[src/rtl/mc_seq.sv]
// mc_seq: multi-cycle instruction sequencer (FETCH/DECODE/EXEC/MEM/WB).
// Define MC_SEQ_TRAP_EN to trap illegal opcodes; otherwise they retire as NOPs.
module mc_seq (
    input  logic        clk,
    input  logic        rst,
    input  logic [31:0] ins,
    input  logic        mem_ack,
    output logic        mem_req,
    output logic        mem_we,
    output logic        ir_wr,
    output logic        pc_wr,
    output logic [1:0]  pc_src,
    output logic        br_en,
    output logic        reg_wr,
    output logic [2:0]  state,
    output logic        retire,
`ifdef MC_SEQ_TRAP_EN
    output logic [31:0] instr_cnt,
    output logic        trap
`else
    output logic [31:0] instr_cnt
`endif
);
    typedef enum logic [2:0] {
        S_FETCH  = 3'd0,
        S_DECODE = 3'd1,
        S_EXEC   = 3'd2,
        S_MEM    = 3'd3,
        S_WB     = 3'd4,
        S_TRAP   = 3'd5
    } state_t;

    state_t      st_q, st_d;
    logic [5:0]  op_q, fn_q;
    logic [31:0] cnt_q;
    logic        unused_ins;

    assign unused_ins = ^ins[25:6];

    logic is_rtype, is_jr, is_branch, is_j, is_jal, is_imm, is_load, is_store, is_legal;
    assign is_rtype  = (op_q == 6'b000000);
    assign is_jr     = is_rtype && (fn_q == 6'b001000);
    assign is_branch = (op_q == 6'b000001) || (op_q[5:2] == 4'b0001);
    assign is_j      = (op_q == 6'b000010);
    assign is_jal    = (op_q == 6'b000011);
    assign is_imm    = (op_q[5:3] == 3'b001);
    assign is_load   = (op_q == 6'b100000) || (op_q == 6'b100011) || (op_q == 6'b100100);
    assign is_store  = (op_q == 6'b101000) || (op_q == 6'b101011);
    assign is_legal  = is_rtype || is_branch || is_j || is_jal || is_imm || is_load || is_store;

    // Outputs are a pure decode of state/op/fn (plus mem_ack for handshake cycles);
    // reset masks everything so an in-flight request drops the same cycle.
    always_comb begin
        st_d    = st_q;
        mem_req = 1'b0;
        mem_we  = 1'b0;
        ir_wr   = 1'b0;
        pc_wr   = 1'b0;
        pc_src  = 2'b00;
        br_en   = 1'b0;
        reg_wr  = 1'b0;
        retire  = 1'b0;
        case (st_q)
            S_FETCH: begin
                mem_req = 1'b1;
                if (mem_ack) begin
                    ir_wr = 1'b1;
                    pc_wr = 1'b1;
                    st_d  = S_DECODE;
                end
            end
            S_DECODE: begin
                if (is_legal) begin
                    st_d = S_EXEC;
                end else begin
`ifdef MC_SEQ_TRAP_EN
                    st_d = S_TRAP;
`else
                    retire = 1'b1;
                    st_d   = S_FETCH;
`endif
                end
            end
            S_EXEC: begin
                if (is_branch) begin
                    br_en  = 1'b1;
                    pc_src = 2'b01;
                    retire = 1'b1;
                    st_d   = S_FETCH;
                end else if (is_j || is_jal) begin
                    pc_wr  = 1'b1;
                    pc_src = 2'b10;
                    reg_wr = is_jal;
                    retire = 1'b1;
                    st_d   = S_FETCH;
                end else if (is_jr) begin
                    pc_wr  = 1'b1;
                    pc_src = 2'b11;
                    retire = 1'b1;
                    st_d   = S_FETCH;
                end else if (is_load || is_store) begin
                    st_d = S_MEM;
                end else begin
                    st_d = S_WB;
                end
            end
            S_MEM: begin
                mem_req = 1'b1;
                mem_we  = (op_q[5:3] == 3'b101);
                if (mem_ack) begin
                    if (is_store) begin
                        retire = 1'b1;
                        st_d   = S_FETCH;
                    end else begin
                        st_d = S_WB;
                    end
                end
            end
            S_WB: begin
                reg_wr = 1'b1;
                retire = 1'b1;
                st_d   = S_FETCH;
            end
            S_TRAP:  st_d = S_TRAP;
            default: st_d = S_FETCH;
        endcase
        if (rst) begin
            st_d    = S_FETCH;
            mem_req = 1'b0;
            mem_we  = 1'b0;
            ir_wr   = 1'b0;
            pc_wr   = 1'b0;
            pc_src  = 2'b00;
            br_en   = 1'b0;
            reg_wr  = 1'b0;
            retire  = 1'b0;
        end
    end

    assign state     = rst ? 3'd0 : st_q;
    assign instr_cnt = rst ? 32'd0 : cnt_q;
`ifdef MC_SEQ_TRAP_EN
    assign trap      = !rst && (st_q == S_TRAP);
`endif

    always_ff @(posedge clk) begin
        if (rst) begin
            st_q  <= S_FETCH;
            op_q  <= 6'd0;
            fn_q  <= 6'd0;
            cnt_q <= 32'd0;
        end else begin
            st_q <= st_d;
            if (ir_wr) begin
                op_q <= ins[31:26];
                fn_q <= ins[5:0];
            end
            if (retire)
                cnt_q <= cnt_q + 32'd1;
        end
    end
endmodule

[config.mk]
export PLATFORM = sky130hd
export DESIGN_NAME = mc_seq
export DESIGN_NICKNAME = d
export VERILOG_FILES = /design/src/rtl/mc_seq.sv
export SDC_FILE = /design/constraint.sdc
export NUM_CORES = 1
export LEC_CHECK = 0
export CORE_ASPECT_RATIO = 0.5
export CORE_MARGIN = 3
export CORE_UTILIZATION = 52
export CTS_CLUSTER_DIAMETER = 50
export DETAILED_ROUTE_END_ITERATION = 12
export PLACE_DENSITY = 0.84
export SYNTH_ARGS = -nofsm -noshare
export SYNTH_HDL_FRONTEND = slang
export SYNTH_SLANG_ARGS = --single-unit
[constraint.sdc]
create_clock -name clk -period 4.04 [get_ports clk]
set_input_delay 0.606 -clock clk [delete_from_list [all_inputs] [get_ports clk]]
set_output_delay 0.606 -clock clk [all_outputs]
set_load 0.01 [all_outputs]
==> qor.csv <==
stage,metric,value,unit
outcome,outcome,completed,
yosys,synth_ff_type,dfxtp_1,
setup_path,critical_path.endpoint_type,primary output,
floorplan,die_width,111,um
global_route,antenna_found_initial,0,
sta,hold_viol_final,0,
drt,dr.pass1.iters,4,
power,leakage,1.25,nW
setup_path,worstPathArrival,2770,ps
drt,drt-total-wl,6880,um
global_route,grt_max_degree,67,
yosys,synth_nets,382,
yosys,synth_top_area_frac,0.326,
sta,setup-tns-final,0,ps
final_layout,nFillCells,410,
yosys,syn_avg_cell_area,8.34,um^2
flow_run,drv_cap,0,
placement,portBuffers,58,
final_layout,drive_above_1_share,0.124,
clock_network,clk_pin_slew,80,ps
sta,max_freq,0.296,GHz
yosys,yosysTopAreaCell,dfxtp_1,
placement,dpl.hpwl,4750,um
setup_path,worst-endpoint-required,3430,ps
yosys,seq_area_frac_synth,0.326,
yosys,syn_inst,346,
sta,layout_min_cycle_time,3380,ps
floorplan,die-area,6530,um^2
floorplan,io-pin-count,79,
yosys,synth_area_leaders,"dfxtp_1 33%, mux2_2 9.4%, nor2b_1 7.6%",
drt,drt_iter0_drc,227,
sta,skew,9.94,ps
power,power_density,253,nW/um^2
sta,rsz0062_at_grt,no,
clock_network,cts_resized,0,
clock_network,post_cts_buffers,0,
clock_network,cts.sinks,47,
yosys,netlist_area,2890,um^2
setup_path,cp-start-kind,flop,
sta,final.period_utilization,0.837,
sta,relSlewSlack,0.593,
final_layout,final_common_cell,clkdlybuf4s50_1,
clock_network,cts_max_level,2,
sta,slew_violations,0,
yosys,yosysWarningCount,0,
setup_path,path_max_fanout,33,
setup_path,ff2ff_setup_slack,1570,ps
yosys,ys_ff_latch,47,
clock_network,cts_tree,yes,
setup_path,cp_slowest_stage_delay,610,ps
global_route,grt_pass1_vias,2590,
clock_network,ctsHoldBuffers,0,
global_route,grt_overflow,0,
global_route,grt_pass1_wl,11700,um
sta,hold_ws,469,ps
clock_network,cts_buffers,5,
final_layout,antennaDiodeCount,0,
drt,vias,2661,
clock_network,cts_buffer_depth,2,
worst_hold_path,hp-class,flop to flop,
drt,drc,0,
final_layout,multi_input_area,1800,um^2
final_layout,layout.nets,425,
setup_path,path_cells,"a211o_1, a31oi_1, o41a_4, a21oi_1, clkdlybuf4s50_1",
setup_path,slowest_stage,dfxtp_1,
yosys,synth_cell_type_count,48,
sta,finalSetupViolations,0,
placement,place.gp.congestion,0.886,
final_layout,regArea,941,um^2
drt,viasPerCell,5.81,
sta,worstMarginPinSlew,611,ps
floorplan,die_y,58.7,um
global_route,track_usage,0.219,
placement,dp.cells,452,
power,ir_worst_vdd,183,uV
setup_path,worstSetupPathType,flop to primary output,
floorplan,initial_core_util,0.562,
clock_network,clk_latency,320,ps
drt,ant_nets,0,
yosys,async_flop_share,0,
final_layout,area_growth,22.0,%
floorplan,fp-row-count,18,
final_layout,final_cells,458,
power,power,0.890,mW
clock_network,clock-root-buffer,clkbuf_8,
worst_hold_path,hold_depth,2,
drt,routedWlPerCell,15.0,um
yosys,synth_edf_count,0,
setup_path,r2r_cells,5,
final_layout,finalCoreUtilization,0.686,
final_layout,final_cell_mix,"57 x clkdlybuf4s50_1, 47 x dfxtp_1, 43 x nor2_1",
floorplan,core,5130,um^2
[power breakdown]
group / internal [mW] / total (mW) / switching (mW)
Sequential: 0.474 / 0.495 / 0.0207
Clock: 0.115 / 0.277 / 0.162
Combinational: 0.0515 / 0.118 / 0.0666
Total: 0.641 / 0.890 / 0.249
[layer usage]
layer | track usage | up-vias | part of all wire
met5 | 0 | - | 0
met4 | 0.0971 | 0 | 0.019
met3 | 0.0595 | 12 | 0.059
met2 | 0.367 | 85 | 0.47
met1 | 0.271 | 1258 | 0.45
li1 | - | 1306 | -
[flip-flops by register name, indices dropped and copies added (netlist names)]
signal / count
fn_q: 6
st_q: 3
op_q: 6
cnt_q: 32
[area by class of cell]
type | count | share of cell area
Tap cell | 70 | 0.0249
Clock buffer | 5 | 0.0195
Timing Repair Buffer | 61 | 0.170
Sequential cell | 47 | 0.267
Multi-Input combinational cell | 270 | 0.512
Inverter | 4 | 0.00426
Clock inverter | 1 | 0.00213
[synthesized netlist by cell type, types with 2 or more instances]
library cell and n:
nand3_1 10, buf_4 3, nor2b_1 35, xor2_1 2, a21oi_1 33, nor4_1 4, a2111oi_4 3, mux2_1 8
nand2b_1 2, and2_0 2, and3_1 5, buf_6 2, nand4_1 14, buf_1 2, or3_1 2, and4_1 2
a2111oi_1 2, buf_2 5, o21ai_0 3, nor2_1 43, a211oi_1 10, a21o_1 2, clkbuf_1 13, nand2_1 36
o21a_1 2, nand3b_1 2, dfxtp_1 47, mux2_2 24, inv_1 4, nor3_1 6
[through the flow]
stage                     instance area (um^2)  setup WS, ps
final                                     3520           660
after global routing                      3520           537
after CTS                                 3520           666
after detailed placement                  3440           955
after global placement                    3440          1000
after floorplan                           2890          1730
[kinds of logic (layout without fill, tap and decap cells)]
group / after synthesis / in the layout / synth area share
flops: 47 / 47 / 0.326
simple gates: 172 / 172 / 0.323
xor+xnor: 2 / 2 / 0.00607
buf+inv: 29 / 71 / 0.0490
fa+ha+maj: 1 / 1 / 0.00434
mux: 33 / 33 / 0.128
compound gates: 62 / 62 / 0.163
[worst max-delay path, delay by kind of cell (launching register included)]
family	cells	cell delay [ps]
flip-flops	1	610
buffers and inverters	1	590
AO/OA/AOI/OAI	4	1250
[worst paths after layout]
path            from   endpoint
max          op_q[2]     retire
min          fn_q[5]    fn_q[5]
max reg2reg  op_q[2]  cnt_q[27]
min reg2reg  fn_q[5]    fn_q[5]
No activity file was read; power rests on OpenSTA's default activity.
